===== src/rtl/traffic_lamp_guard.sv =====
// traffic_lamp_guard: safety monitor between the traffic-light FSM and the
// signal heads. Decodes the two 2-bit light codes into one-hot lamps, latches
// a fault on conflict / invalid code / illegal transition, flashes both heads
// red while faulted, and holds an all-red startup interval after reset and
// after every fault clear.
module traffic_lamp_guard #(
  parameter int unsigned STARTUP_CYCLES = 4,
  parameter int unsigned FLASH_DIV      = 8
) (
  input  logic       clk,
  input  logic       rst_n,
  input  logic [1:0] ns_light_i,
  input  logic [1:0] ew_light_i,
  input  logic       clear_fault_i,
  output logic [2:0] ns_lamp_o,
  output logic [2:0] ew_lamp_o,
  output logic       fault_o,
  output logic [2:0] fault_code_o,
  output logic [7:0] fault_count_o
);

  localparam int unsigned SCW = $clog2(STARTUP_CYCLES + 1);
  localparam int unsigned FCW = $clog2(FLASH_DIV + 1);
  localparam logic [SCW-1:0] START_LAST = SCW'(STARTUP_CYCLES - 1);
  localparam logic [FCW-1:0] FLASH_LAST = FCW'(FLASH_DIV - 1);

  localparam logic [1:0] CODE_RED    = 2'b00;
  localparam logic [1:0] CODE_YELLOW = 2'b01;
  localparam logic [1:0] CODE_GREEN  = 2'b10;
  localparam logic [1:0] CODE_BAD    = 2'b11;

  // Lamp vectors are {red, yellow, green}.
  localparam logic [2:0] LAMP_RED    = 3'b100;
  localparam logic [2:0] LAMP_YELLOW = 3'b010;
  localparam logic [2:0] LAMP_GREEN  = 3'b001;
  localparam logic [2:0] LAMP_OFF    = 3'b000;

  typedef enum logic [1:0] {
    ST_STARTUP = 2'd0,
    ST_NORMAL  = 2'd1,
    ST_FAULT   = 2'd2
  } state_e;

  state_e           state_q;
  logic [1:0]       ns_q, ew_q;
  logic [SCW-1:0]   start_cnt_q;
  logic [FCW-1:0]   flash_cnt_q;
  logic             flash_on_q;
  logic [2:0]       ns_lamp_q, ew_lamp_q;
  logic             fault_q;
  logic [2:0]       fault_code_q;
  logic [7:0]       fault_count_q;

  logic             conflict, invalid, illegal, viol;

  // A step involving the invalid code is reported only as invalid, never as
  // an illegal transition.
  function automatic logic illegal_step(input logic [1:0] prev, input logic [1:0] cur);
    logic bad;
    bad = 1'b1;
    if (prev == CODE_BAD || cur == CODE_BAD) begin
      bad = 1'b0;
    end else begin
      unique case ({prev, cur})
        {CODE_RED,    CODE_RED},
        {CODE_RED,    CODE_GREEN},
        {CODE_GREEN,  CODE_GREEN},
        {CODE_GREEN,  CODE_YELLOW},
        {CODE_YELLOW, CODE_YELLOW},
        {CODE_YELLOW, CODE_RED}:  bad = 1'b0;
        default:                  bad = 1'b1;
      endcase
    end
    return bad;
  endfunction

  function automatic logic [2:0] decode(input logic [1:0] code);
    logic [2:0] lamp;
    unique case (code)
      CODE_YELLOW: lamp = LAMP_YELLOW;
      CODE_GREEN:  lamp = LAMP_GREEN;
      default:     lamp = LAMP_RED;
    endcase
    return lamp;
  endfunction

  // Safety checks on the current codes against the previous-cycle samples.
  always_comb begin
    // NOTE: every signal written here gets a value on every path; a missing
    // default would infer a latch.
    conflict = 1'b0;
    invalid  = 1'b0;
    illegal  = 1'b0;
    conflict = (ns_light_i != CODE_RED) && (ew_light_i != CODE_RED);
    invalid  = (ns_light_i == CODE_BAD) || (ew_light_i == CODE_BAD);
    illegal  = illegal_step(ns_q, ns_light_i) || illegal_step(ew_q, ew_light_i);
    viol     = conflict | invalid | illegal;
  end

  // Guard FSM with registered lamp and fault outputs.
  // NOTE: state uses non-blocking assignments so every register samples the
  // pre-edge values; blocking here would create order-dependent races.
  always_ff @(posedge clk or negedge rst_n) begin
    if (!rst_n) begin
      // NOTE: every register, including the fault history, is cleared by the
      // asynchronous reset so the heads show red immediately.
      state_q       <= ST_STARTUP;
      ns_q          <= CODE_RED;
      ew_q          <= CODE_RED;
      start_cnt_q   <= '0;
      flash_cnt_q   <= '0;
      flash_on_q    <= 1'b0;
      ns_lamp_q     <= LAMP_RED;
      ew_lamp_q     <= LAMP_RED;
      fault_q       <= 1'b0;
      fault_code_q  <= 3'b000;
      fault_count_q <= 8'd0;
    end else begin
      // Previous samples track the inputs in every state so the first NORMAL
      // cycle compares against real history.
      ns_q <= ns_light_i;
      ew_q <= ew_light_i;
      unique case (state_q)
        ST_STARTUP: begin
          ns_lamp_q <= LAMP_RED;
          ew_lamp_q <= LAMP_RED;
          if (start_cnt_q == START_LAST) begin
            state_q     <= ST_NORMAL;
            start_cnt_q <= '0;
          end else begin
            start_cnt_q <= start_cnt_q + SCW'(1);
          end
        end
        ST_NORMAL: begin
          if (viol) begin
            state_q      <= ST_FAULT;
            fault_q      <= 1'b1;
            fault_code_q <= {illegal, invalid, conflict};
            if (fault_count_q != 8'hFF) fault_count_q <= fault_count_q + 8'd1;
            ns_lamp_q    <= LAMP_RED;
            ew_lamp_q    <= LAMP_RED;
            flash_on_q   <= 1'b1;
            flash_cnt_q  <= '0;
          end else begin
            ns_lamp_q <= decode(ns_light_i);
            ew_lamp_q <= decode(ew_light_i);
          end
        end
        ST_FAULT: begin
          if (clear_fault_i && !viol) begin
            state_q      <= ST_STARTUP;
            fault_q      <= 1'b0;
            fault_code_q <= 3'b000;
            start_cnt_q  <= '0;
            ns_lamp_q    <= LAMP_RED;
            ew_lamp_q    <= LAMP_RED;
          end else if (flash_cnt_q == FLASH_LAST) begin
            // Lamps are driven from the new flash phase so the change lands
            // on the same edge as the toggle.
            flash_cnt_q <= '0;
            flash_on_q  <= ~flash_on_q;
            ns_lamp_q   <= flash_on_q ? LAMP_OFF : LAMP_RED;
            ew_lamp_q   <= flash_on_q ? LAMP_OFF : LAMP_RED;
          end else begin
            flash_cnt_q <= flash_cnt_q + FCW'(1);
          end
        end
        default: state_q <= ST_STARTUP;
      endcase
    end
  end

  assign ns_lamp_o     = ns_lamp_q;
  assign ew_lamp_o     = ew_lamp_q;
  assign fault_o       = fault_q;
  assign fault_code_o  = fault_code_q;
  assign fault_count_o = fault_count_q;

endmodule


===== config.mk =====
export PLATFORM = sky130hd
export DESIGN_NAME = traffic_lamp_guard
export DESIGN_NICKNAME = d
export VERILOG_FILES = /design/src/rtl/traffic_lamp_guard.sv
export SDC_FILE = /design/constraint.sdc
export NUM_CORES = 1
export LEC_CHECK = 0
export ABC_AREA = 1
export CAP_MARGIN = 20
export CORE_UTILIZATION = 54
export DETAILED_ROUTE_END_ITERATION = 12
export PLACE_DENSITY_LB_ADDON = 0.15
export SYNTH_ARGS = -nofsm -noshare
export SYNTH_HDL_FRONTEND = slang
export SYNTH_SLANG_ARGS = --single-unit
export TNS_END_PERCENT = 30

===== constraint.sdc =====
create_clock -name clk -period 1.7 [get_ports clk]
set_input_delay 0.34 -clock clk [delete_from_list [all_inputs] [get_ports clk]]
set_output_delay 0.34 -clock clk [all_outputs]
set_load 0.01 [all_outputs]

# Word-level counts from Yosys, hierarchy flattened
# Index checks and enable logic that the tools add are counted.
[word_totals]
output_inout_bits = 18
input_bits = 7
wordCells = 102
ff_bits = 32
[classes]
eq_ne = 29
reduce_logical = 24
n_addsub = 3
bitwise_logic = 3
mux = 32
[ops]
columns = ["operator", "n"]
rows = [
  ["3-bit 2-to-1 mux", 8],
  ["3-bit one-hot mux with 2 select lines", 4],
  ["4-bit by 3-bit equality test with 1-bit output, second input constant", 5],
  ["3-bit one-hot mux with 3 select lines", 2],
  ["4-bit equality test, second input constant", 4],
  ["2-bit equality test, second input constant", 7],
  ["4-bit 2-to-1 mux", 3],
  ["3-bit AND reduction", 4],
  ["6-bit OR reduction", 2],
  ["2-bit != test, second input constant", 5],
  ["8-bit by 1-bit adder with 8-bit output, second input constant", 1],
  ["4-bit by 2-bit equality test with 1-bit output, second input constant", 2],
  ["4-bit zero test", 2],
  ["1-bit 2-to-1 mux", 8],
  ["8-bit != test, second input constant", 1],
  ["4-bit one-hot mux with 2 select lines", 1],
  ["2-bit nonzero test", 4],
  ["2-bit by 1-bit equality test with 1-bit output, second input constant", 3],
  ["2-bit 2-to-1 mux", 3],
  ["2-bit one-hot mux with 3 select lines", 1],
  ["4-bit by 1-bit adder with 4-bit output, second input constant", 1],
  ["1-bit logical OR", 4],
  ["1-bit one-hot mux with 2 select lines", 2],
  ["2-bit AND reduction", 2],
  ["other kinds (10)", 12],
]

# Logic depth before layout (Yosys ltp)
# Gate-level depths: netlist of run 1.
[logic_depth]
depth_word = 10
ltp_mapped = 14

# Least setup slack after synthesis of run 1
# Ideal clock, no wire load.
[synth_path]
path_kind = "input to register"
from = "input ew_light_i[0]"
to = "register fault_count_q[3] (netlist: fault_count_o[3])"
path_buffers = 0
required_ns = 1.580
arrival_time_ns = 1.466
path_stages = 10
slack_ns = 0.114
path_cell_list = "inv_1 > ha_1 > nor2_1 > nor2_4 > nand3_1 > nand2_1 > inv_1 > nand2_4 > o21ai_0 > nand2_1"
[synth_between]
elab_chain_cells = 7
elab_cells_between_ends = 18
classes_between = "6 x eq/ne; 2 x mux; 2 x bitwise; 8 x reduce/logical"
[synth_lines]
columns = ["element", "line_no", "rtl"]
rows = [
  ["start: declaration", "13", "input logic [1:0] ew_light_i,"],
  ["4-bit by 2-bit equality test with 1-bit output (tied with other cells)", "64", "unique case ({prev, cur})"],
  ["6-bit OR reduction", "64", ""],
  ["1-bit 2-to-1 mux", "64", ""],
  ["1-bit 2-to-1 mux", "61", "if (prev == CODE_BAD || cur == CODE_BAD) begin"],
  ["1-bit logical OR", "96", "illegal = illegal_step(ns_q, ns_light_i) || illegal_step(ew_q, ew_light_i);"],
  ["1-bit bitwise OR *", "97", "viol = conflict | invalid | illegal;"],
  ["3-bit AND reduction (no source line) *", "-", ""],
  ["end signal: assignment", "139", "if (fault_count_q != 8'hFF) fault_count_q <= fault_count_q + 8'd1;"],
  ["end: declaration", "52", "logic [7:0] fault_count_q;"],
]
# Every way passes the cells marked *; elsewhere a longest branch is shown, timed or not.
# A chain may end at the register's enable or synchronous reset.

# Final worst setup path of run 1
[layout_path]
from = "input ew_light_i[1]"
to = "register ew_lamp_q[0] (netlist: ew_lamp_o[0])"
[layout_between]
elab_chain_cells = 10
elab_cells_between_ends = 27
classes_between = "9 x eq/ne; 6 x mux; 2 x bitwise; 10 x reduce/logical"
[layout_lines]
columns = ["element", "line_no", "rtl"]
rows = [
  ["4-bit by 2-bit equality test with 1-bit output (tied with other cells)", "64", ""],
  ["6-bit OR reduction", "64", ""],
  ["1-bit 2-to-1 mux", "64", ""],
  ["1-bit 2-to-1 mux", "61", ""],
  ["1-bit logical OR", "96", ""],
  ["1-bit bitwise OR", "97", ""],
  ["1-bit zero test", "150", "if (clear_fault_i && !viol) begin"],
  ["1-bit logical AND", "150", ""],
  ["3-bit 2-to-1 mux / 3-bit != test (equally long branches)", "-", ""],
  ["3-bit one-hot mux with 3 select lines / 2-bit AND reduction (equally long branches)", "-", ""],
  ["end signal: assignment", "146", "ew_lamp_q <= decode(ew_light_i);"],
  ["end signal: assignment", "163", "ew_lamp_q <= flash_on_q ? LAMP_OFF : LAMP_RED;"],
  ["end: declaration", "49", "logic [2:0] ns_lamp_q, ew_lamp_q;"],
]
# Several ways; a longest one is shown, not always the timed one.

==> results summary, run 1 <==
The share of the yosys chip area belonging to registers is 43.7%. The final RePlAce weighted congestion came out at 0.878. The critical path class is in -> reg. The via density per instance came out at 4.82.

The horizontal extent of the die came out at 60.3 µm. The synthesized design contains 0 enable-type register cells. The mean cell area of the mapped netlist is 8.24 µm². The cell area that synthesis handed to floorplanning was 1840 µm². For the worst-skew pair, the clock arrives at the later sink with an insertion delay of 330 ps. The via count of the routed design came out at 1509. The net count after synthesis came out at 248. Max-cap violations in this run came to 0. The area of all sequential standard cells is 803 µm².

The filler cell count came out at 233. The tree is rooted in a sky130_fd_sc_hd__clkbuf_4. STA classifies the critical path startpoint as a primary input. The area enclosed by the die boundary came out at 3640 µm².

The count of H-tree levels built during CTS is 2. The routed design has 3.58 mm of wire. The total power divided by cell area came out at 1330 nW/µm². The initial antenna violation count came out at 0.

The half-perimeter wire length of the detailed placement result is 2.64 mm. The combined area of the multi-input logic cells came out at 970 µm². The TritonCTS clock tree is built. The total routing resource utilization after global routing is 21.4%.

The data arrival time of the critical path came out at 1870 ps. The final layout contains 293 nets. The total setup violations reported at the end of the flow came out at 0. The flow ran to the end, and the final reports show no timing, DRC or antenna violations. The clock transition time at the flip-flop clock pins of the worst setup and hold paths is 90 ps. The count of pins over their slew limit is 0. The async set-reset flop share out of synthesis came out at 100%. The finished layout holds 313 standard cells, fillers aside. The count of final hold-check violations came out at 0. The leakage dissipation is 0.00122 µW. The total DRC errors in the routed layout is 0. Of all cell types, the one taking the most synthesized area is sky130_fd_sc_hd__dfrtp_1. The first-pass GRT wire length is 5.66 mm. The distinct cell type count after synthesis came out at 26. 25 I/O pins were placed.

The number of buffers added on ports came out at 24. The share of the synthesized area in the top cell type came out at 40.9%. Headroom to the max-slew limit came out at 81.7%.

The cell total after placement is 305. STA classifies the critical path endpoint as a flop. By instance count, the leading cell after synthesis is sky130_fd_sc_hd__nand2_1. Clock tree synthesis inserted a total of 5 buffers. In the post-synthesis netlist, the biggest area contributors are sky130_fd_sc_hd__dfrtp_1 41%, sky130_fd_sc_hd__nand2_1 15%, sky130_fd_sc_hd__ha_1 12%. The ratio of final minimum period to clock period is 96.8%.

The DRC violation total after the first TritonRoute iteration came out at 57. The maximum frequency from static timing analysis came out at 0.608 GHz. The commonest cells after synthesis are 72 x sky130_fd_sc_hd__nand2_1, 30 x sky130_fd_sc_hd__dfrtp_1, 27 x sky130_fd_sc_hd__inv_1, 19 x sky130_fd_sc_hd__nand3_1, 18 x sky130_fd_sc_hd__ha_1. Once the floorplan was initialized, standard cells occupied 58.7% of the core. The count of warnings emitted by yosys is 0. In this run, synthesis produced a sequential element count of 32. The pre-CTS worst setup slack came out at -634 ps.

The post-route netlist has 19.3% of its cells at a drive strength greater than 1. Compared with the post-synthesis result, the final layout area differs by 28.6%. The worst setup slack after layout is 55.0 ps. Cells fill 75.5% of the core in the end. The sum of negative setup slack is 0 ps. The clock sink count is 32.

IR analysis of the VDD net gives a maximum drop of 0.000811 V. The placeable core region came out at 3130 µm². The worst hold slack after final layout came out at 166 ps.

The setup clock skew after layout came out at 11.1 ps. After detailed routing, the average wire length per cell comes to 11.4 µm. At the pin with the least slew margin, the transition time is 273 ps. The worst min-delay path class is in -> reg. The count of antenna diodes in the layout is 0.

The synthesized instance count is 223. The via count of the first global-routing pass is 1312. The height of the chip came out at 60.3 µm. Entering global routing, the biggest net connects 33 pins. The remaining antenna violation count came out at 0. The shortest clock period the worst path allows after layout came out at 1650 ps. The first-pass iteration count of the detailed router is 5. The number of rows in the core area came out at 20. The most used flip-flop cell after synthesis is sky130_fd_sc_hd__dfrtp_1. The buffer levels on the longest clock path came out at 2.

The sum of overflow across all layers after global routing is 0. At the worst endpoint, the required time is 1920 ps. The critical-path maximum fanout came out at 10.
-- layout by cell type (no fill, tap or decap), types with 2 or more instances in the layout --
cell                              count
sky130_fd_sc_hd__a21oi_2              2
sky130_fd_sc_hd__dlygate4sd2_1        5
sky130_fd_sc_hd__nand3_2              2
sky130_fd_sc_hd__clkbuf_4             5
sky130_fd_sc_hd__dlymetal6s2s_1       2
sky130_fd_sc_hd__clkbuf_1             2
sky130_fd_sc_hd__nand4_1              3
sky130_fd_sc_hd__xnor2_1              3
sky130_fd_sc_hd__xor2_1               2
sky130_fd_sc_hd__dfrtp_1             30
sky130_fd_sc_hd__dfstp_2              2
sky130_fd_sc_hd__nand2_2              5
sky130_fd_sc_hd__nor2_2               2
sky130_fd_sc_hd__nor2_1              11
sky130_fd_sc_hd__o21ai_2              6
sky130_fd_sc_hd__ha_1                17
sky130_fd_sc_hd__buf_4               14
sky130_fd_sc_hd__nand3_1             16
sky130_fd_sc_hd__nand2_1             67
sky130_fd_sc_hd__clkbuf_2             2
sky130_fd_sc_hd__inv_1               26
sky130_fd_sc_hd__o21ai_0             11
sky130_fd_sc_hd__buf_12               2
sky130_fd_sc_hd__clkdlybuf4s50_1     14
sky130_fd_sc_hd__a21oi_1              2
-- power by group --
group	internal [µW]	switching, µW	total, µW
clock network	161	248	409
registers	992	183	1180
logic	672	880	1550
total	1830	1310	3140
-- registers in the layout, summed over array words and instances, names as in the netlist --
name           count
fault_count_o      8
ns_q               2
fault_code_o       3
ew_lamp_o          3
ew_q               2
start_cnt_q        3
ns_lamp_o          3
fault_o            1
flash_cnt_q        4
flash_on_q         1
state_q            2
-- cells by family (layout without fill, tap and decap cells) --
kind of cell             after synthesis  count (layout)  synth area share, %
AO/OA/AOI/OAI                         22              22                 7.02
XOR/XNOR                               5               5                 2.38
flip-flops                            32              32                 43.7
AND/OR/NAND/NOR                      116             116                 27.7
buffers and inverters                 30              76                 6.88
adder cells (fa/ha/maj)               18              18                 12.3
-- through the flow --
stage          total power [µW]  area [µm²]
5_1_grt                    3370        2360
3_5_place_dp               2720        2260
2_1_floorplan              2120        1840
6_report                   3140        2360
4_1_cts                    3140        2340
3_3_place_gp               2670        2260
-- cell type report --
type / count / area share [%]
Clock inverter: 1 / 0.212
Timing Repair Buffer: 40 / 15.8
Clock buffer: 7 / 1.91
Multi-Input combinational cell: 161 / 41.0
Inverter: 28 / 4.66
Sequential cell: 32 / 34.0
Tap cell: 44 / 2.33
-- path summary, 6_finish.rpt --
check,from,end,slack [ps],cells past startpoint
min,ew_light_i[0],ew_q[0],170,1
max in group asynchronous,rst_n,ns_lamp_o[2],1090,2
min in group asynchronous,rst_n,fault_o,360,2
max reg2reg,state_q[0],flash_cnt_q[0],140,6
min reg2reg,ns_lamp_o[2],ns_lamp_o[2],470,2
max,ew_light_i[1],ew_lamp_o[0],50,10
-- worst max-delay path, cell delays in order --
cell and delay [ps]:
sky130_fd_sc_hd__clkdlybuf4s15_1 210, sky130_fd_sc_hd__ha_1 230, sky130_fd_sc_hd__or2_4 280, sky130_fd_sc_hd__nor2_4 160, sky130_fd_sc_hd__nand4_4 160, sky130_fd_sc_hd__nand3_1 120, sky130_fd_sc_hd__nand2_2 80, sky130_fd_sc_hd__buf_12 140
sky130_fd_sc_hd__nand2_1 80, sky130_fd_sc_hd__o21ai_2 60
-- repair_timing --
action	in CTS	in global routing
hold buffers	0	0
gates resized for setup	19	14
setup buffers	0	0
gates cloned	0	0
pin swaps	3	4
endpoints found under the setup margin	30	21
-- layer usage --
| layer | GRT usage (%) | vias up | share of wire (%) |
|---|---|---|---|
| li1 | - | 793 | - |
| met1 | 28.0 | 683 | 48 |
| met2 | 35.2 | 30 | 48 |
| met3 | 5.84 | 3 | 3.2 |
| met4 | 4.98 | 0 | 0.56 |
| met5 | 0 | - | 0 |
No activity file was read; power rests on OpenSTA's default activity.
==> run 2, diff against run 1 <==
--- a/config.mk
+++ b/config.mk
@@ -7,10 +7,11 @@
 export LEC_CHECK = 0
 export ABC_AREA = 1
 export CAP_MARGIN = 20
+export CORE_MARGIN = 2
 export CORE_UTILIZATION = 54
 export DETAILED_ROUTE_END_ITERATION = 12
+export GPL_TIMING_DRIVEN = 0
 export PLACE_DENSITY_LB_ADDON = 0.15
 export SYNTH_ARGS = -nofsm -noshare
 export SYNTH_HDL_FRONTEND = slang
 export SYNTH_SLANG_ARGS = --single-unit
-export TNS_END_PERCENT = 30
==> results summary, run 2 (same netlist as run 1, synthesis figures left out) <==
Using the TritonRoute via totals, the vias-per-cell ratio works out to 4.89. The placeable core region came out at 3310 µm². Between clock sinks in the finished design, the worst skew comes to 10.7 ps. The total routing resource utilization after global routing came out at 20.0%. For this run, the slowest stage of the critical path takes 560 ps. The data arrival time of the critical path is 1310 ps.

The leakage dissipation came out at 0.00115 µW. The slowest stage of the critical path belongs to the cell sky130_fd_sc_hd__clkdlybuf4s50_1. The placed cell area came out at 2130 µm². The number of buffers and inverters on the critical path is 1. 25 I/O pins were placed.

Counting I/O delays and the setup requirement, the final critical path takes 1650 ps. The number of flip-flops in the largest register is 8. The switching power summed over all nets is 1310 µW. The later-pin clock latency in the skew report came out at 330 ps. In the finished design, the share of the clock period the worst path needs comes to 97.1%. The endpoint identified for the worst register-to-register timing path is fault_count_o[6]. The required time at the endpoint of the critical path came out at 1360 ps. The worst ir drop on vdd is 0.000752 V. The flop-to-flop setup slack is 150 ps. The worst setup path is launched from a flop. The horizontal extent of the die is 62.3 µm. The initial antenna violation count came to 0. The share of cells above drive strength 1 is 16.5%. The via count of the first global-routing pass is 1435. The flow ran to the end, and the final reports show no timing, DRC or antenna violations. The number of max-cap violations came out at 0. For this run, design rule violations remaining after detail routing come to 0. The initial cell density of the core came out at 55.5%. The height of the chip is 62.3 µm. The hold buffer count at CTS came out at 0.

The clock buffer count from CTS came out at 5. The worst hold slack after final layout came out at 39.7 ps. The startpoint of the lowest-slack register-to-register path is ew_q[1]. The number of nets in the layout is 285. For this block, the routed nets add up to 3.47 mm of wire. Cell internal power was estimated by the tool at 1980 µW. Clock-pin slew was measured on the worst setup and hold paths at 110 ps.

STA classifies the critical path endpoint as a primary output. The routed length per instance is 11.3 µm. The maximum frequency from static timing analysis came out at 0.606 GHz. The first-pass iteration count of the detailed router is 4. The worst setup slack after layout is 49.2 ps.

The count of nets left with antenna violations once routing finished came out at 0. After floorplanning, the core was divided into 21 placement rows. The tree is rooted in a sky130_fd_sc_hd__clkbuf_4. In this run the worst path has a maximum fanout of 4. The final instance area came out at 2270 µm².

The signal on the critical path passes through clkdlybuf4s50_1. At the pin with the least slew margin, the transition time is 701 ps. The area growth from synthesis to final layout is 23.8%. The maximum number of pins on one net before global-route repair came out at 33.

The critical path is of the reg -> out type. The utilization after layout came out at 68.7%. The clock tree synthesis step divided the H-tree into 2 levels.

The count of final hold-check violations came out at 0. The sum of overflow across all layers after global routing is 0. Sequential cells burn 34.4% of the power. The first global-routing pass estimated 6.18 mm of wire. The DRC violation total after the first TritonRoute iteration came out at 89. The total power divided by cell area is 1450 nW/µm². CTS saw 32 sinks. Net switching is 39.9% of the power. The longest clock path from root to sink contains 2 buffers. The half-perimeter wire length of the detailed placement result is 2.41 mm. At the placement stage, the worst setup path has a slack of -726 ps.

The share of total power in the clock network is 17.6%. Counting cells, the worst reg-to-reg path comes to 10. The min-delay analysis places its worst path in the category in -> async. The commonest non-fill, non-tap cell in the layout is sky130_fd_sc_hd__nand2_1. The number of antenna diodes in the final layout is 0. The count of pins over their slew limit is 0. Routability-driven placement finished with a final weighted congestion of 0.794. Of the total power, combinational logic draws 48.0%. The number of buffers added on ports is 24.

The via count of the routed design came out at 1500. The category of cells accounting for the largest share of critical-path delay is buffers and inverters. The relative slew slack came out at 53.3%. The area enclosed by the die boundary is 3880 µm².

The library cells used most frequently in the layout, excluding fill and tap cells, are 69 x sky130_fd_sc_hd__nand2_1, 30 x sky130_fd_sc_hd__dfrtp_1, 25 x sky130_fd_sc_hd__inv_1, 17 x sky130_fd_sc_hd__ha_1, 17 x sky130_fd_sc_hd__clkdlybuf4s50_1. Setup violations remaining at the end of the flow were counted as 0. TritonCTS built the clock tree.
## run 2: per-layer routing
| metal | vias to the layer above | global-route usage [%] | routed length [µm] |
|---|---|---|---|
| li1 | 787 | - | - |
| met1 | 683 | 26.6 | 1710 |
| met2 | 24 | 31.8 | 1580 |
| met3 | 6 | 4.35 | 124 |
| met4 | 0 | 8.61 | 62 |
| met5 | - | 0 | 0 |
## run 2: power groups by stage
| stage | sequential (µW) | clock (µW) | combinational [µW] |
|---|---|---|---|
| after floorplan | 1220 | 0 | 904 |
| after global placement | 1170 | 0 | 1420 |
| after detailed placement | 1180 | 0 | 1440 |
| after CTS | 1140 | 603 | 1510 |
| after global routing | 1170 | 627 | 1810 |
| final | 1130 | 579 | 1580 |
## run 2: per-stage QoR
step           cells  TNS, ps  total power (µW)
5_1_grt          307    -17.4              3610
3_3_place_gp     293   -25930              2590
6_report         307        0              3290
2_1_floorplan    223        0              2120
3_5_place_dp     293   -16460              2620
4_1_cts          303        0              3250
## run 2: layout make-up
type | instances | area, µm²
Fill cell | 303 | 1040
Sequential cell | 32 | 803
Inverter | 28 | 110
Multi-Input combinational cell | 161 | 951
Timing Repair Buffer | 30 | 258
Clock buffer | 6 | 41.3
Buffer | 2 | 18.8
Clock inverter | 2 | 35.0
Tap cell | 46 | 57.6
## run 2: how the worst max path moves through the flow
stage	from	endpoint	slack, ps	cells past startpoint
2_1_floorplan	ew_light_i[0]	fault_count_o[3]	110	10
3_3_place_gp	ns_light_i[0]	fault_count_o[6]	-690	13
3_5_place_dp	ew_light_i[1]	fault_count_o[6]	-730	15
4_1_cts	ew_light_i[1]	fault_count_o[6]	1	13
5_1_grt	ew_q[1]	fault_count_o[6]	-10	10
6_report	fault_count_o[6]	fault_count_o[6]	50	1
## run 2: timing repair
action                                 in CTS  in global routing
setup buffers                               2                  4
endpoints found under the hold margin       0                  0
setup endpoints to repair                  30                 29
gates resized for setup                    12                 15
pin swaps                                   0                  2
==> run 3, diff against run 2 <==
--- a/config.mk
+++ b/config.mk
@@ -12,6 +12,7 @@
 export DETAILED_ROUTE_END_ITERATION = 12
 export GPL_TIMING_DRIVEN = 0
 export PLACE_DENSITY_LB_ADDON = 0.15
+export REMOVE_ABC_BUFFERS = 1
 export SYNTH_ARGS = -nofsm -noshare
 export SYNTH_HDL_FRONTEND = slang
 export SYNTH_SLANG_ARGS = --single-unit
==> results summary, run 3 (same netlist as run 1, synthesis figures left out) <==
The flow ran to the end, and the final reports show no timing, DRC or antenna violations. The TritonCTS clock tree is built. The count of final hold-check violations came to 0. The initial antenna violation count is 0. The critical path is of the reg -> out type. The later-pin clock latency in the skew report came out at 340 ps.

The half-perimeter wire length of the detailed placement result is 2.27 mm. The delay of the slowest critical-path stage came out at 550 ps. The area enclosed by the die boundary came out at 3880 µm².

The count of pins over their slew limit is 0. The initial cell density of the core came out at 55.5%. At the pin with the least slew margin, the transition time is 699 ps. The commonest non-fill, non-tap cell in the layout is sky130_fd_sc_hd__nand2_1. The maximum number of pins on one net before global-route repair is 33.

The detailed router finished its first iteration with 48 violations. The setup clock skew after layout came out at 14.8 ps. Derived from the worst setup path, the maximum achievable clock frequency is 0.608 GHz. The total routing resource utilization after global routing is 19.0%. The region available for standard cell placement spans 3310 µm². The total DRC errors in the routed layout is 0. The clock net in this run drives a total of 32 sinks. The capturing element of the worst setup path is fault_count_o[5]. The endpoint of the lowest-slack register-to-register path is ew_lamp_o[0]. From left edge to right edge, the die measures 62.3 µm. Dividing total power by cell area gives a power density of 1440 nW/µm². The worst setup slack after layout came out at 55.1 ps. For this run the aggregate overflow at the end of global routing stands at 0. Before antenna repair, the detailed router went through 4 iterations.

The critical-path maximum fanout came out at 4. The worst reg2reg path depth came out at 6. The tool flagged a number of max-cap violations equal to 0. The via density per instance is 4.87. The final critical path takes up 96.8% of the cycle. The via count of the routed design is 1496. The tightest min-delay check is of the in -> async type. The sort of element at the end of the critical path is a primary output. The final instance area came out at 2260 µm². The shortest clock period the worst path allows after layout came out at 1640 ps. The startpoint identified for the worst register-to-register timing path is state_q[1]. The share of cells above drive strength 1 is 15.3%. The worst hold slack after final layout is 40.3 ps. In the layout the commonest cells are 69 x sky130_fd_sc_hd__nand2_1, 30 x sky130_fd_sc_hd__dfrtp_1, 26 x sky130_fd_sc_hd__inv_1, 17 x sky130_fd_sc_hd__nand3_1, 17 x sky130_fd_sc_hd__ha_1. The area growth from synthesis to layout is 23.3%. The number of buffers added on ports is 24. Routability-driven placement finished with a final weighted congestion of 0.772.

The relative slew slack came out at 53.4%. In this run the worst setup path begins at fault_count_o[5]. The leakage dissipation came out at 0.00117 µW.

The count of boundary I/O pins is 25. Clock-pin slew was measured on the worst setup and hold paths at 110 ps. The number of buffer and inverter instances along the worst setup path came out at 1. The number of rows in the core area is 21.

The flop-to-flop setup slack is 130 ps. The placed cell area came out at 2110 µm². The buffer levels on the longest clock path came out at 2. In the final design database the tool counted 285 nets.

The pre-CTS worst setup slack is -788 ps. The first-pass GRT wire length is 5.90 mm. Among cell families on the critical path, the largest total delay comes from buffers and inverters.

The total setup violations reported at the end of the flow is 0. The worst ir drop on vdd is 0.000788 V. The remaining antenna violation count came out at 0. In this run, CTS created clock tree buffers numbering 5. The required time at the endpoint of the critical path came out at 1360 ps. The worst setup path is launched from a flop. The count of H-tree levels built during CTS is 2.

The routed design has 3.30 mm of wire. The height of the chip came out at 62.3 µm. The tree is rooted in a sky130_fd_sc_hd__clkbuf_4. Setup repair after global routing could not meet its margin everywhere.

The routed length per instance is 10.8 µm. The data arrival time of the critical path came out at 1300 ps. Among all stages on the critical path, the largest delay is contributed by sky130_fd_sc_hd__clkdlybuf4s50_1. For the final routed database, the setup TNS stands at 0 ps. In this run the number of cells on the critical path is 1.

The number of flip-flops in the largest register is 8. The count of antenna diodes in the layout is 0. The via count of the first global-routing pass came to 1404. Walking the worst path, the cells encountered are clkdlybuf4s50_1.
[run 3: layer usage]
metal	part of all wire [%]	wire length [µm]	track usage [%]
met1	49	1610	24.9
met2	46	1500	29.9
met3	4.1	134	5.07
met4	1.7	56	7.78
met5	0	0	0
[run 3: where the power goes]
group	switching [µW]	internal (µW)	total, µW
Sequential	139	992	1130
Combinational	887	662	1550
Clock	272	308	580
Total	1300	1960	3260
[run 3: through the flow]
stage | util (%) | cells | total power (µW)
floorplan | - | 221 | 2090
global placement | 64.0 | 291 | 2560
detailed placement | 63.8 | 291 | 2580
CTS | 66.8 | 301 | 3220
global route | 68.4 | 307 | 3570
finish | 68.4 | 307 | 3260
[run 3: worst min-delay path by stage]
stage	endpoint	slack (ps)
6_report	ew_lamp_o[1]	40
5_1_grt	start_cnt_q[2]	90
4_1_cts	start_cnt_q[2]	50
3_5_place_dp	fault_code_o[0]	430
3_3_place_gp	fault_code_o[2]	450
2_1_floorplan	ew_lamp_o[0]	40
[run 3: final cells by class]
type / count / area, µm²
Timing Repair Buffer: 32 / 275
Clock inverter: 2 / 35.0
Tap cell: 46 / 57.6
Sequential cell: 32 / 803
Fill cell: 297 / 1050
Clock buffer: 6 / 41.3
Inverter: 28 / 110
Multi-Input combinational cell: 161 / 942
[run 3: repair_timing]
item,4_1_cts,5_1_grt
gates cloned,0,0
hold buffers,0,0
setup endpoints to repair,30,31
resized for setup,12,13
pin swaps,0,1
buffers inserted,2,6
